===== src/rtl/arm_ctrl_pkg.sv =====
// rtl/arm_ctrl_pkg.sv - shared types, codes and decode helpers for the ARM-subset controller
package arm_ctrl_pkg;

    typedef enum logic [3:0] {
        ST_IDLE,
        ST_FETCH,
        ST_DECODE,
        ST_EXEC,
        ST_WB,
        ST_BX,
        ST_B_CALC,
        ST_B_WRPC,
        ST_BL_LINK,
        ST_BL_CALC,
        ST_MEM_ADDR,
        ST_MEM_WAIT,
        ST_MEM_WB,
        ST_FAULT
    } state_t;

    localparam logic [3:0] ALU_CODE_ADD    = 4'b0100;
    localparam logic [3:0] ALU_CODE_SUB    = 4'b0010;
    localparam logic [3:0] ALU_CODE_PASS_A = 4'b1000;

    localparam logic [1:0] PC_S_INC  = 2'b00;
    localparam logic [1:0] PC_S_BREG = 2'b01;
    localparam logic [1:0] PC_S_ALU  = 2'b10;

    function automatic logic is_b(input logic [31:0] ir);
        return ir[27:24] == 4'b1010;
    endfunction

    function automatic logic is_bl(input logic [31:0] ir);
        return ir[27:24] == 4'b1011;
    endfunction

    function automatic logic is_bx(input logic [31:0] ir);
        return ir[27:4] == 24'h12FFF1;
    endfunction

    function automatic logic is_mem(input logic [31:0] ir);
        return ir[27:26] == 2'b01;
    endfunction

endpackage


===== src/rtl/mem_wait_timer.sv =====
// rtl/mem_wait_timer.sv - bounded wait counter for the memory handshake
module mem_wait_timer #(
    parameter int MEM_TIMEOUT = 16
) (
    input  logic clk,
    input  logic rst,
    input  logic clear,
    input  logic active,
    input  logic mem_ready,
    output logic expire
);

    localparam int CW = $clog2(MEM_TIMEOUT + 1);
    localparam logic [CW-1:0] LAST = CW'(MEM_TIMEOUT - 1);

    logic [CW-1:0] cnt;

    // Saturates at LAST; the FSM leaves MEM_WAIT on that same cycle anyway.
    always_ff @(posedge clk) begin
        if (rst || clear) begin
            cnt <= '0;
        end else if (active && !mem_ready && cnt != LAST) begin
            cnt <= cnt + CW'(1);
        end
    end

    assign expire = active && !mem_ready && (cnt == LAST);

endmodule


===== src/rtl/arm_mc_ctrl_ls.sv =====
// rtl/arm_mc_ctrl_ls.sv - multi-cycle fetch/decode/execute/load-store control FSM
module arm_mc_ctrl_ls
    import arm_ctrl_pkg::*;
#(
    parameter int ALU_OP_W    = 4,
    parameter int SHIFT_OP_W  = 3,
    parameter int MEM_TIMEOUT = 16,
    parameter logic [ALU_OP_W-1:0] ALU_ADD    = ALU_OP_W'(4'b0100),
    parameter logic [ALU_OP_W-1:0] ALU_PASS_A = ALU_OP_W'(4'b1000)
) (
    input  logic                  clk,
    input  logic                  rst,
    input  logic [31:0]           ir,
    input  logic                  ir_valid,
    input  logic                  cond_fail,
    input  logic                  rm_imm_s,
    input  logic [1:0]            rs_imm_s,
    input  logic [SHIFT_OP_W-1:0] shift_op,
    input  logic [ALU_OP_W-1:0]   alu_op,
    input  logic                  s_bit,
    input  logic                  mem_ready,
    output logic                  write_pc,
    output logic                  write_ir,
    output logic                  write_reg,
    output logic                  la,
    output logic                  lb,
    output logic                  lc,
    output logic                  lf,
    output logic                  l_mdr,
    output logic                  mem_req,
    output logic                  mem_we,
    output logic [1:0]            pc_s,
    output logic                  alu_a_s,
    output logic                  alu_b_s,
    output logic                  rd_s,
    output logic                  wd_s,
    output logic                  s_ctrl,
    output logic                  rm_imm_s_ctrl,
    output logic [1:0]            rs_imm_s_ctrl,
    output logic [SHIFT_OP_W-1:0] shift_op_ctrl,
    output logic [ALU_OP_W-1:0]   alu_op_ctrl,
    output logic                  fault
);

    localparam logic [ALU_OP_W-1:0] ALU_SUB = ALU_OP_W'(ALU_CODE_SUB);

    state_t state;
    state_t next_state;
    logic   expire;
    logic   unused_ir;

    assign unused_ir = ^{ir[31:28], ir[3:0]};

    mem_wait_timer #(.MEM_TIMEOUT(MEM_TIMEOUT)) u_timer (
        .clk       (clk),
        .rst       (rst),
        .clear     (state == ST_MEM_ADDR),
        .active    (state == ST_MEM_WAIT),
        .mem_ready (mem_ready),
        .expire    (expire)
    );

    always_comb begin
        next_state = state;
        case (state)
            ST_IDLE:     next_state = ST_FETCH;
            ST_FETCH: begin
                if (ir_valid && !cond_fail) begin
                    if (is_b(ir))       next_state = ST_B_CALC;
                    else if (is_bl(ir)) next_state = ST_BL_LINK;
                    else                next_state = ST_DECODE;
                end
            end
            ST_DECODE: begin
                if (is_bx(ir))       next_state = ST_BX;
                else if (is_mem(ir)) next_state = ST_MEM_ADDR;
                else                 next_state = ST_EXEC;
            end
            ST_EXEC:     next_state = cond_fail ? ST_FETCH : ST_WB;
            ST_WB:       next_state = ST_FETCH;
            ST_BX:       next_state = ST_FETCH;
            ST_B_CALC:   next_state = ST_B_WRPC;
            ST_B_WRPC:   next_state = ST_FETCH;
            ST_BL_LINK:  next_state = ST_BL_CALC;
            ST_BL_CALC:  next_state = ST_B_WRPC;
            ST_MEM_ADDR: next_state = ST_MEM_WAIT;
            // mem_we holds ~L for the whole wait, so it doubles as the load/store flag.
            ST_MEM_WAIT: begin
                if (mem_ready)   next_state = mem_we ? ST_FETCH : ST_MEM_WB;
                else if (expire) next_state = ST_FAULT;
            end
            ST_MEM_WB:   next_state = ST_FETCH;
            ST_FAULT:    next_state = ST_FAULT;
            default:     next_state = ST_IDLE;
        endcase
    end

    always_ff @(posedge clk) begin
        if (rst) begin
            state         <= ST_IDLE;
            write_pc      <= 1'b0;
            write_ir      <= 1'b0;
            write_reg     <= 1'b0;
            la            <= 1'b0;
            lb            <= 1'b0;
            lc            <= 1'b0;
            lf            <= 1'b0;
            l_mdr         <= 1'b0;
            mem_req       <= 1'b0;
            mem_we        <= 1'b0;
            pc_s          <= 2'b00;
            alu_a_s       <= 1'b0;
            alu_b_s       <= 1'b0;
            rd_s          <= 1'b0;
            wd_s          <= 1'b0;
            s_ctrl        <= 1'b0;
            rm_imm_s_ctrl <= 1'b0;
            rs_imm_s_ctrl <= 2'b00;
            shift_op_ctrl <= '0;
            alu_op_ctrl   <= '0;
            fault         <= 1'b0;
        end else begin
            state     <= next_state;
            write_pc  <= 1'b0;
            write_ir  <= 1'b0;
            write_reg <= 1'b0;
            la        <= 1'b0;
            lb        <= 1'b0;
            lc        <= 1'b0;
            lf        <= 1'b0;
            l_mdr     <= 1'b0;
            mem_req   <= 1'b0;
            mem_we    <= 1'b0;
            case (next_state)
                ST_FETCH: begin
                    write_pc <= 1'b1;
                    write_ir <= 1'b1;
                    pc_s     <= PC_S_INC;
                end
                ST_DECODE: begin
                    la <= 1'b1;
                    lb <= 1'b1;
                    lc <= 1'b1;
                end
                ST_EXEC: begin
                    lf            <= 1'b1;
                    rm_imm_s_ctrl <= rm_imm_s;
                    rs_imm_s_ctrl <= rs_imm_s;
                    shift_op_ctrl <= shift_op;
                    alu_op_ctrl   <= alu_op;
                    s_ctrl        <= s_bit;
                end
                ST_WB: begin
                    write_reg <= 1'b1;
                    wd_s      <= 1'b0;
                    rd_s      <= 1'b0;
                end
                ST_BX: begin
                    write_pc <= 1'b1;
                    pc_s     <= PC_S_BREG;
                end
                ST_B_CALC: begin
                    alu_a_s     <= 1'b1;
                    alu_b_s     <= 1'b1;
                    alu_op_ctrl <= ALU_ADD;
                    s_ctrl      <= 1'b0;
                    lf          <= 1'b1;
                end
                ST_BL_LINK: begin
                    alu_a_s     <= 1'b1;
                    alu_op_ctrl <= ALU_PASS_A;
                    s_ctrl      <= 1'b0;
                    lf          <= 1'b1;
                end
                ST_BL_CALC: begin
                    alu_a_s     <= 1'b1;
                    alu_b_s     <= 1'b1;
                    alu_op_ctrl <= ALU_ADD;
                    s_ctrl      <= 1'b0;
                    lf          <= 1'b1;
                    write_reg   <= 1'b1;
                    rd_s        <= 1'b1;
                    wd_s        <= 1'b0;
                end
                ST_B_WRPC: begin
                    write_pc <= 1'b1;
                    pc_s     <= PC_S_ALU;
                    alu_a_s  <= 1'b0;
                    alu_b_s  <= 1'b0;
                    rd_s     <= 1'b0;
                end
                ST_MEM_ADDR: begin
                    rm_imm_s_ctrl <= ~ir[25];
                    shift_op_ctrl <= '0;
                    alu_op_ctrl   <= ir[23] ? ALU_ADD : ALU_SUB;
                    s_ctrl        <= 1'b0;
                    lf            <= 1'b1;
                end
                ST_MEM_WAIT: begin
                    mem_req <= 1'b1;
                    mem_we  <= (state == ST_MEM_WAIT) ? mem_we : ~ir[20];
                end
                ST_MEM_WB: begin
                    write_reg <= 1'b1;
                    wd_s      <= 1'b1;
                    rd_s      <= 1'b0;
                    l_mdr     <= (state == ST_MEM_WAIT);
                end
                ST_FAULT: fault <= 1'b1;
                default: ;
            endcase
        end
    end

endmodule


===== config.mk =====
export PLATFORM = sky130hd
export DESIGN_NAME = arm_mc_ctrl_ls
export DESIGN_NICKNAME = d
export VERILOG_FILES = /design/src/rtl/arm_ctrl_pkg.sv /design/src/rtl/mem_wait_timer.sv /design/src/rtl/arm_mc_ctrl_ls.sv
export SDC_FILE = /design/constraint.sdc
export NUM_CORES = 1
export LEC_CHECK = 0
export ABC_AREA = 0
export ABC_CLOCK_PERIOD_IN_PS = 3000
export CAP_MARGIN = 20
export CELL_PAD_IN_SITES_DETAIL_PLACEMENT = 0
export CELL_PAD_IN_SITES_GLOBAL_PLACEMENT = 1
export CORE_ASPECT_RATIO = 1.2
export CORE_MARGIN = 2
export CORE_UTILIZATION = 32
export CTS_BUF_LIST = sky130_fd_sc_hd__clkbuf_4 sky130_fd_sc_hd__clkbuf_8 sky130_fd_sc_hd__clkbuf_16
export DETAILED_ROUTE_END_ITERATION = 16
export GPL_TIMING_DRIVEN = 1
export PLACE_DENSITY_LB_ADDON = 0.05
export SETUP_SLACK_MARGIN = 0.1
export SLEW_MARGIN = 20
export SYNTH_ARGS = -nofsm -noshare
export SYNTH_HDL_FRONTEND = slang
export SYNTH_HIERARCHICAL = 1
export SYNTH_SLANG_ARGS = --single-unit

===== constraint.sdc =====
create_clock -name clk -period 3 [get_ports clk]
set_clock_uncertainty 0.1 [all_clocks]
set_input_delay 0.3 -clock clk [delete_from_list [all_inputs] [get_ports clk]]
set_output_delay 0.3 -clock clk [all_outputs]
set_load 0.05 [all_outputs]

==> results of run 1 <==
synth_stat cells (all sizes together) (3+ instances only):
master	number	area share [%]
inv	9	1.8
buf	8	4.0
nor4	5	1.7
nand3b	3	1.2
or2	4	1.3
nand4b	3	2.2
and3	3	0.99
o21ai	6	1.6
nand2b	5	2.2
nand2	10	2.0
mux2i	6	3.2
and2	4	1.5
a22oi	3	1.2
dfxtp	35	37
nor3	7	3.9
nor2b	3	1.1
nor2	23	4.6
clkbuf	3	0.59
a21oi	9	2.4
nor4b	3	1.7
nand4	6	2.0
cells by family (layout without fill, tap and decap cells):
| logic type | count (synthesis) | after routing |
|---|---|---|
| simple gates | 91 | 91 |
| compound gates | 43 | 43 |
| flops | 35 | 35 |
| buf+inv | 20 | 97 |
| mux | 7 | 7 |
| fa+ha+maj | 2 | 2 |
| xor+xnor | 2 | 2 |
per-stage QoR:
step / hold WS, ns / setup WS (ns)
floorplan: 0.312 / 0.465
global placement: 0.355 / 0.180
detailed placement: 0.357 / 0.206
CTS: 0.375 / 0.246
global route: 0.401 / 0.177
finish: 0.371 / 0.407
final timing paths:
path                                     start              to  slack (ns)
worst max-delay path            u_timer/cnt[0]            wd_s        0.41
worst min-delay path            alu_op_ctrl[2]  alu_op_ctrl[2]        0.37
worst max register to register  u_timer/cnt[0]            wd_s        0.41
worst min register to register  alu_op_ctrl[2]  alu_op_ctrl[2]        0.37
power by group through the flow:
stage	clock network (mW)	logic, mW	registers [mW]
after floorplan	0	0.114	0.577
after global placement	0	0.294	0.517
after detailed placement	0	0.294	0.517
after CTS	0.453	0.295	0.506
after global routing	0.471	0.320	0.509
final	0.438	0.298	0.506
metal layers:
metal	global-route usage, %	share of wire, %	wire length (um)	vias up
met5	0	0	0	-
met4	5.36	1.3	68	0
met3	3.53	7.3	374	6
met2	26.0	46	2360	59
met1	22.0	45	2280	778
li1	-	-	-	882
area by class of cell:
cell class	count	area share [%]
well taps	80	3.55
clock buffers	6	2.93
multi-input cells	145	38.5
clock inverters	2	1.24
repair buffers	80	27.7
inverters	9	1.20
flip-flops and latches	35	24.9
critical path, stage by stage, from the launching register on:
cell	delay (ns)
sky130_fd_sc_hd__dfxtp_1	0.33
sky130_fd_sc_hd__ha_1	0.21
sky130_fd_sc_hd__and3_1	0.18
sky130_fd_sc_hd__ha_1	0.22
sky130_fd_sc_hd__and3b_2	0.24
sky130_fd_sc_hd__nand2b_1	0.07
sky130_fd_sc_hd__a21oi_1	0.09
sky130_fd_sc_hd__o21bai_2	0.19
sky130_fd_sc_hd__and3_2	0.27
sky130_fd_sc_hd__nand3_1	0.14
sky130_fd_sc_hd__a21o_1	0.21
sky130_fd_sc_hd__a31o_2	0.24
repair_timing:
item,4_1_cts,5_1_grt
endpoints found under the hold margin,0,0
hold buffers,0,0
setup endpoints to repair,0,9
resized for setup,0,3
buffers inserted,0,1
==> flow_summary.ini, run 1 <==
[place]
place.port_buffers = 67
detailed_place_hpwl_mm = 4.00
post_dp_cell_area_um2 = 2670
total_instance_count_after_detailed_placement = 348
gpl.final_weighted_congestion = 0.800

[global_route]
grt_max_degree = 13
grt_overflow = 0
antenna_found_initial = 0
vias_in_the_first_global_route = 1617
first_pass_grt_wire_length_mm = 8.14
grtUsageTotal_pct = 16.3

[cts]
clk_pin_slew_worst_paths_ns = 0.07
h-tree-depth = 2
root_buffer = sky130_fd_sc_hd__clkbuf_8
clockBufferDepth = 2
number_of_sinks_handled_by_clock_tree_synthesis = 35
cts_made_buffers = 5
tritoncts = done
clk-insertion-delay-late_ns = 0.29

[detailed_routing]
dr.pass1.iters = 5
drc_errors = 0
routed_wire_length_per_instance_um = 14.3
routed_via_density = 4.83
via_count = 1725
drt_initial_violations = 90
detail_route.wirelength_mm = 5.09
postRouteAntennaNets = 0

[floorplanning]
floorplan.die.width_um = 74.3
top_level_port_count = 76
initial_core_util_pct = 33.2
die_h_um = 88.3
placementRows = 30
design.core.area_um2 = 5710
area_of_the_die_um2 = 6560

[yosys]
synth_enable_flop_cells = 0
synth-compound-area-share_pct = 18.2
postSynthAreaPerCell_um2 = 9.48
synthesis_warning_total = 6
synthMuxAreaShare_pct = 3.76
post_synth_inst_count = 200
ys_dominant_reg_cell = sky130_fd_sc_hd__dfxtp_1
postSynthNetCount = 250
post_synth_xor_area_fraction_pct = 0.924
async_flop_share_pct = 0
synth.distinct_cells = 68
ys_seq_area_share_pct = 37.0
yosys.area_share.adder_pct = 1.32
synth_simple_gate_area_share_pct = 32.5
synth_top_family_by_area = simple AND/OR/NAND/NOR gates
yosys_register_bits = 35
syn-cell-area_um2 = 1900

[finish]
final_instance_area_um2 = 2820
area_growth_syn_to_layout_pct = 48.6
commonest_cells_after_routing_fill_and_taps_aside = sky130_fd_sc_hd__clkdlybuf4s50_1, sky130_fd_sc_hd__dfxtp_1, sky130_fd_sc_hd__nor2_1
top_regs = u_timer/cnt: 5 flops, alu_op_ctrl: 4 flops, state: 4 flops
final_non_filler_cells = 357
num-nets-final = 326
drive_above_1_share_pct = 17.7
fillCellCount = 571
mostFrequentLayoutCell = sky130_fd_sc_hd__clkdlybuf4s50_1
diodes = 0
multiInputGateArea_um2 = 1080
largest_register = u_timer/cnt
largest_reg_flops = 5
sequential_cell_area_um2 = 701
final_core_utilization_pct = 49.4

[timing]
fin_hold_viols = 0
final_min_period_over_clock_period_pct = 86.4
drv_slew = 0
rsz_0062_raised_after_global_routing = false
maxSlewHeadroom_pct = 65.7
min_period_ns = 2.59
worst_pin_slew_ns = 0.512
number_of_setup_violations_in_the_final_report = 0
finalSetupTns_ns = 0
highest_clock_rate_mhz = 386

[critical_path]
number_of_cells_on_the_worst_reg_to_reg_path = 11
worst_setup_path_start_kind = flop
critPathArrivalTime_ns = 2.68
timing.critical_path.to_type = flop
worst-setup-path-type = flop to flop
critical_path_required_ns = 3.08
worst-path-max-fanout = 5

[power]
seqPwrFrac_pct = 40.7
power-per-cell-area_nw_per_um2 = 441
sw_frac_of_total_pct = 28.0
ir_worst_vdd_v = 0.000414
share_clk_of_total_power_pct = 35.3
power.total_mw = 1.24
internal-power_mw = 0.894
p_comb_share_pct = 24.0
switchingPower_mw = 0.348
static-leakage-power_nw = 1.08

[run_status]
status = finished, final reports clean

[run]
maxCapViolations = 0

[min_path]
timing.hold.worst_path_depth = 1
worstHoldPathType = flop to flop
(Power assumes the default switching activity.)
==> run 2: changes to the inputs <==
--- a/config.mk
+++ b/config.mk
@@ -11,7 +11,7 @@
 export CELL_PAD_IN_SITES_DETAIL_PLACEMENT = 0
 export CELL_PAD_IN_SITES_GLOBAL_PLACEMENT = 1
 export CORE_ASPECT_RATIO = 1.2
-export CORE_MARGIN = 2
+export CORE_MARGIN = 1
 export CORE_UTILIZATION = 32
 export CTS_BUF_LIST = sky130_fd_sc_hd__clkbuf_4 sky130_fd_sc_hd__clkbuf_8 sky130_fd_sc_hd__clkbuf_16
 export DETAILED_ROUTE_END_ITERATION = 16
==> run 2 against run 1 <==
Effect of this change:
- die area down 4.9%
- hold slack worse by 0.0022 ns
- sequential share of layout area rose by 0.68 points
- cell count shrank 1.1%
- final area fell by 2.7%
- via count is 2.4% higher
- core utilization down 1.0 points
- clock-buffer cell count stayed put
- register-to-register slack worse by 0.06 ns
- sequential power is essentially flat
- critical path type unchanged
- largest power group unchanged
- highest routed layer unchanged
==> flow_summary.ini, run 2 (synthesis gave the netlist of run 1 again) <==
[finish]
diodes = 0
largest_register = u_timer/cnt
drive_above_1_share_pct = 16.1
largest_reg_flops = 5
final_core_utilization_pct = 48.4
top_regs = u_timer/cnt: 5 flops, alu_op_ctrl: 4 flops, state: 4 flops
mostFrequentLayoutCell = sky130_fd_sc_hd__clkdlybuf4s50_1
commonest_cells_after_routing_fill_and_taps_aside = sky130_fd_sc_hd__clkdlybuf4s50_1, sky130_fd_sc_hd__dfxtp_1, sky130_fd_sc_hd__nor2_1
area_growth_syn_to_layout_pct = 44.6
fillCellCount = 563
num-nets-final = 322

[detailed_routing]
drc_errors = 0
via_count = 1767
routed_wire_length_per_instance_um = 14.5
routed_via_density = 5.01
dr.pass1.iters = 4
detail_route.wirelength_mm = 5.11
postRouteAntennaNets = 0
drt_initial_violations = 107

[floorplanning]
area_of_the_die_um2 = 6240
die_h_um = 86.3
placementRows = 30
initial_core_util_pct = 33.4
design.core.area_um2 = 5670
floorplan.die.width_um = 72.3
top_level_port_count = 76

[timing]
rsz_0062_raised_after_global_routing = false
worst_pin_slew_ns = 0.539
min_period_ns = 2.65
finalSetupTns_ns = 0
drv_slew = 0
number_of_setup_violations_in_the_final_report = 0
maxSlewHeadroom_pct = 64.0
hold_slack_ns = 0.369
setup_slack_ns = 0.351
fin_hold_viols = 0
highest_clock_rate_mhz = 377
final_min_period_over_clock_period_pct = 88.3

[cts]
root_buffer = sky130_fd_sc_hd__clkbuf_8
cts_hold_buffers = 0
clockBufferDepth = 2
cts_made_buffers = 5
h-tree-depth = 2
clk-insertion-delay-late_ns = 0.29
clk_pin_slew_worst_paths_ns = 0.08
tritoncts = done
number_of_sinks_handled_by_clock_tree_synthesis = 35
postCtsSetupRepairBufs = 0

[critical_path]
worst-path-max-fanout = 5
critical_path_required_ns = 3.09
worst_setup_path_start_kind = flop
timing.critical_path.to_type = flop
rr_startpoint = u_timer/cnt[0]
number_of_cells_on_the_worst_reg_to_reg_path = 11
worst-setup-path-type = flop to flop
critPathArrivalTime_ns = 2.74
setup.reg_to_reg.worst_slack_ns = 0.35
worst_r2r_endpoint = wd_s

[power]
ir_worst_vdd_v = 0.000218
power.total_mw = 1.15
static-leakage-power_nw = 1.04
power-per-cell-area_nw_per_um2 = 419

[place]
gpl.final_weighted_congestion = 0.805
place.port_buffers = 67
detailed_place_hpwl_mm = 3.96
placement.setup.worst_slack_ns = 0.214

[min_path]
timing.hold.worst.start = fault
holdPathEnd = fault
worstHoldPathType = flop to flop
timing.hold.worst_path_depth = 1

[global_route]
grt_overflow = 0
grtUsageTotal_pct = 17.4
grt_max_degree = 14
first_pass_grt_wire_length_mm = 8.25
vias_in_the_first_global_route = 1720
antenna_found_initial = 0

[run]
maxCapViolations = 0

[run_status]
status = finished, final reports clean
[run 2: through the flow]
stage | cell area (um2) | cells
after floorplan | 1900 | 200
after global placement | 2650 | 345
after detailed placement | 2650 | 345
after CTS | 2740 | 353
after global routing | 2740 | 353
final | 2740 | 353
[run 2: how the worst max path moves through the flow]
stage,startpoint,endpoint,depth (start not counted)
after detailed placement,ir[24],alu_op_ctrl[1],8
after floorplan,u_timer/cnt[0],alu_op_ctrl[0],11
final,u_timer/cnt[0],wd_s,11
after global placement,ir[26],alu_a_s,7
after global routing,u_timer/cnt[0],alu_op_ctrl[1],12
after CTS,u_timer/cnt[0],wd_s,11
[run 2: routing by layer]
layer  share of wire (%)  up-vias  global-route usage, %
met5                   0        -                      0
met4                 1.1        0                   5.35
met3                 5.6        5                   5.00
met2                  50       54                   29.5
met1                  44      837                   21.2
li1                    -      871                      -
[run 2: critical path, cell delays in order (launching register included)]
cell                       delay [ns]
sky130_fd_sc_hd__dfxtp_1         0.34
sky130_fd_sc_hd__ha_1            0.21
sky130_fd_sc_hd__and3_1          0.18
sky130_fd_sc_hd__ha_1            0.22
sky130_fd_sc_hd__and3b_2         0.24
sky130_fd_sc_hd__nand2b_1        0.07
sky130_fd_sc_hd__a21oi_1         0.09
sky130_fd_sc_hd__o21bai_2        0.19
sky130_fd_sc_hd__and3_2          0.27
sky130_fd_sc_hd__nand3_1         0.16
sky130_fd_sc_hd__a21o_1          0.23
sky130_fd_sc_hd__a31o_2          0.24
[run 2: power breakdown]
part	total [mW]	switching [mW]	internal [mW]
Sequential	0.505	0.0176	0.487
Combinational	0.290	0.159	0.131
Clock	0.355	0.183	0.171
[run 2: area by class of cell]
type                       count  area [um2]  share of cell area [%]
timing repair buffer          76         738                    26.9
inverter                       9        33.8                    1.23
tap                           80         100                    3.65
clock buffer                   6        76.3                    2.78
clock inverter                 2        12.5                   0.456
multi-input combinational    145        1080                    39.4
sequential                    35         701                    25.6
[run 2: timing repair]
item | 4_1_cts | 5_1_grt
hold endpoints to repair | 0 | 0
resized for setup | 0 | 2
setup endpoints to repair | 0 | 3
==> RTL edit: new RTL, config.mk and constraints of run 2 <==
Put one more register stage on the output `fault`. The value now appears one clock later. The other outputs are not delayed to match.
--- a/src/rtl/arm_mc_ctrl_ls.sv
+++ b/src/rtl/arm_mc_ctrl_ls.sv
@@ -45,4 +45,6 @@
     localparam logic [ALU_OP_W-1:0] ALU_SUB = ALU_OP_W'(ALU_CODE_SUB);
 
+    logic fault_s0;
+
     state_t state;
     state_t next_state;
@@ -119,5 +121,5 @@
             shift_op_ctrl <= '0;
             alu_op_ctrl   <= '0;
-            fault         <= 1'b0;
+            fault_s0      <= 1'b0;
         end else begin
             state     <= next_state;
@@ -207,5 +209,5 @@
                     l_mdr     <= (state == ST_MEM_WAIT);
                 end
-                ST_FAULT: fault <= 1'b1;
+                ST_FAULT: fault_s0 <= 1'b1;
                 default: ;
             endcase
@@ -213,4 +215,8 @@
     end
 
+    always_ff @(posedge clk) begin
+        fault <= fault_s0;
+    end
+
 endmodule
 
Behaviour: no difference found for any inputs over 10 cycles, from zero or initial values and one cycle with rst high; that may be too few to reach the edited logic, so the function may still have changed.
==> RTL edit against run 2 <==
- first-iteration DRC count decreased by 43%
- area after synthesis increased by 11%
- hold slack got worse by 110 ps
- total power increased by 9.6%
- cell count increased by 6.5%
- setup slack got worse by 120 ps
- wire length increased by 13%
- sequential cell count increased by 1
- combinational power increased by 9.7%
- final area increased by 9.0%
==> RTL edit: results (changes against run 2) <==
* Drt via density at 5.04 (+0.68%)
* Non-clk buf share at 25.4% (-1.6 points)
* Hold Path Depth at 0 (-1)
* R2R Setup Slk at 230 ps (-120 ps)
* Sw Pwr at 0.364 mW (+1.2%)
* Highest clock rate at 361 MHz (-4.4%)
* WL met3 at 153 um (-47%)
* Mapped Area at 2100 um2 (+11%)
* Adder-Cell Fraction of Synth Area at 1.19% (-0.13 points)
* Invs w/o clock at 8 (-1)
* Worst hold slack at 257 ps (-113 ps)
* Non-CTS buffers at 77 (+1.3%)
* Slowest stage delay, CP at 400 ps (+60 ps)
* M2 GR Usage at 31.1% (+1.6 points)
* Reg area at 721 um2 (+2.9%)
* Outcome: finished clean
* Pre-CTS setup slack at 197 ps (-17.7 ps)
* Fillers at 649 (+15%)
* Multi-input logic portion of the cell area at 42.2% (+2.8 points)
* Top cells by count, synth: 36 x dfxtp_1, 22 x nor2_1, 12 x a21oi_1, 11 x nand3_1
* Metal-1 WL at 2.59 mm (+17%)
* Mux share of post-synthesis cell area at 1.01% (-2.8 points)
* Cell variety after synth at 75 (+10%)
* Critical Path AT at 2870 ps (+130 ps)
* Placement-stage cell area at 2850 um2 (+7.7%)
* Reg-to-Reg End: alu_op_ctrl[3]
* Xor and xnor area share after synthesis at 0.833% (-0.091 points)
* Syn Inst Count at 219 (+9.5%)
* Syn nets at 269 (+7.6%)
* Worst Hold End: fault
* Final net count at 340 (+5.6%)
## RTL edit: cell types whose count changed after synthesis, moves of 4 or more
cell     before  now
nor4_1        5    1
o21ai_0       4    8
mux2i_1       6    1
nand3_1       1   11
## RTL edit: worst max path at each step
stage,endpoint,start,depth (start not counted)
after global placement,alu_op_ctrl[2],u_timer/cnt[0],11
after floorplan,alu_op_ctrl[1],u_timer/cnt[0],10
after detailed placement,alu_op_ctrl[1],ir[25],8
final,alu_op_ctrl[3],u_timer/cnt[0],9
after global routing,alu_op_ctrl[3],u_timer/cnt[0],9
after CTS,alu_op_ctrl[1],u_timer/cnt[0],11
## RTL edit: power by group through the flow
stage	sequential, mW	combinational (mW)	clock [mW]
2_1_floorplan	0.588	0.138	0
3_3_place_gp	0.529	0.317	0
3_5_place_dp	0.529	0.317	0
4_1_cts	0.518	0.318	0.438
5_1_grt	0.521	0.339	0.461
6_report	0.518	0.318	0.424
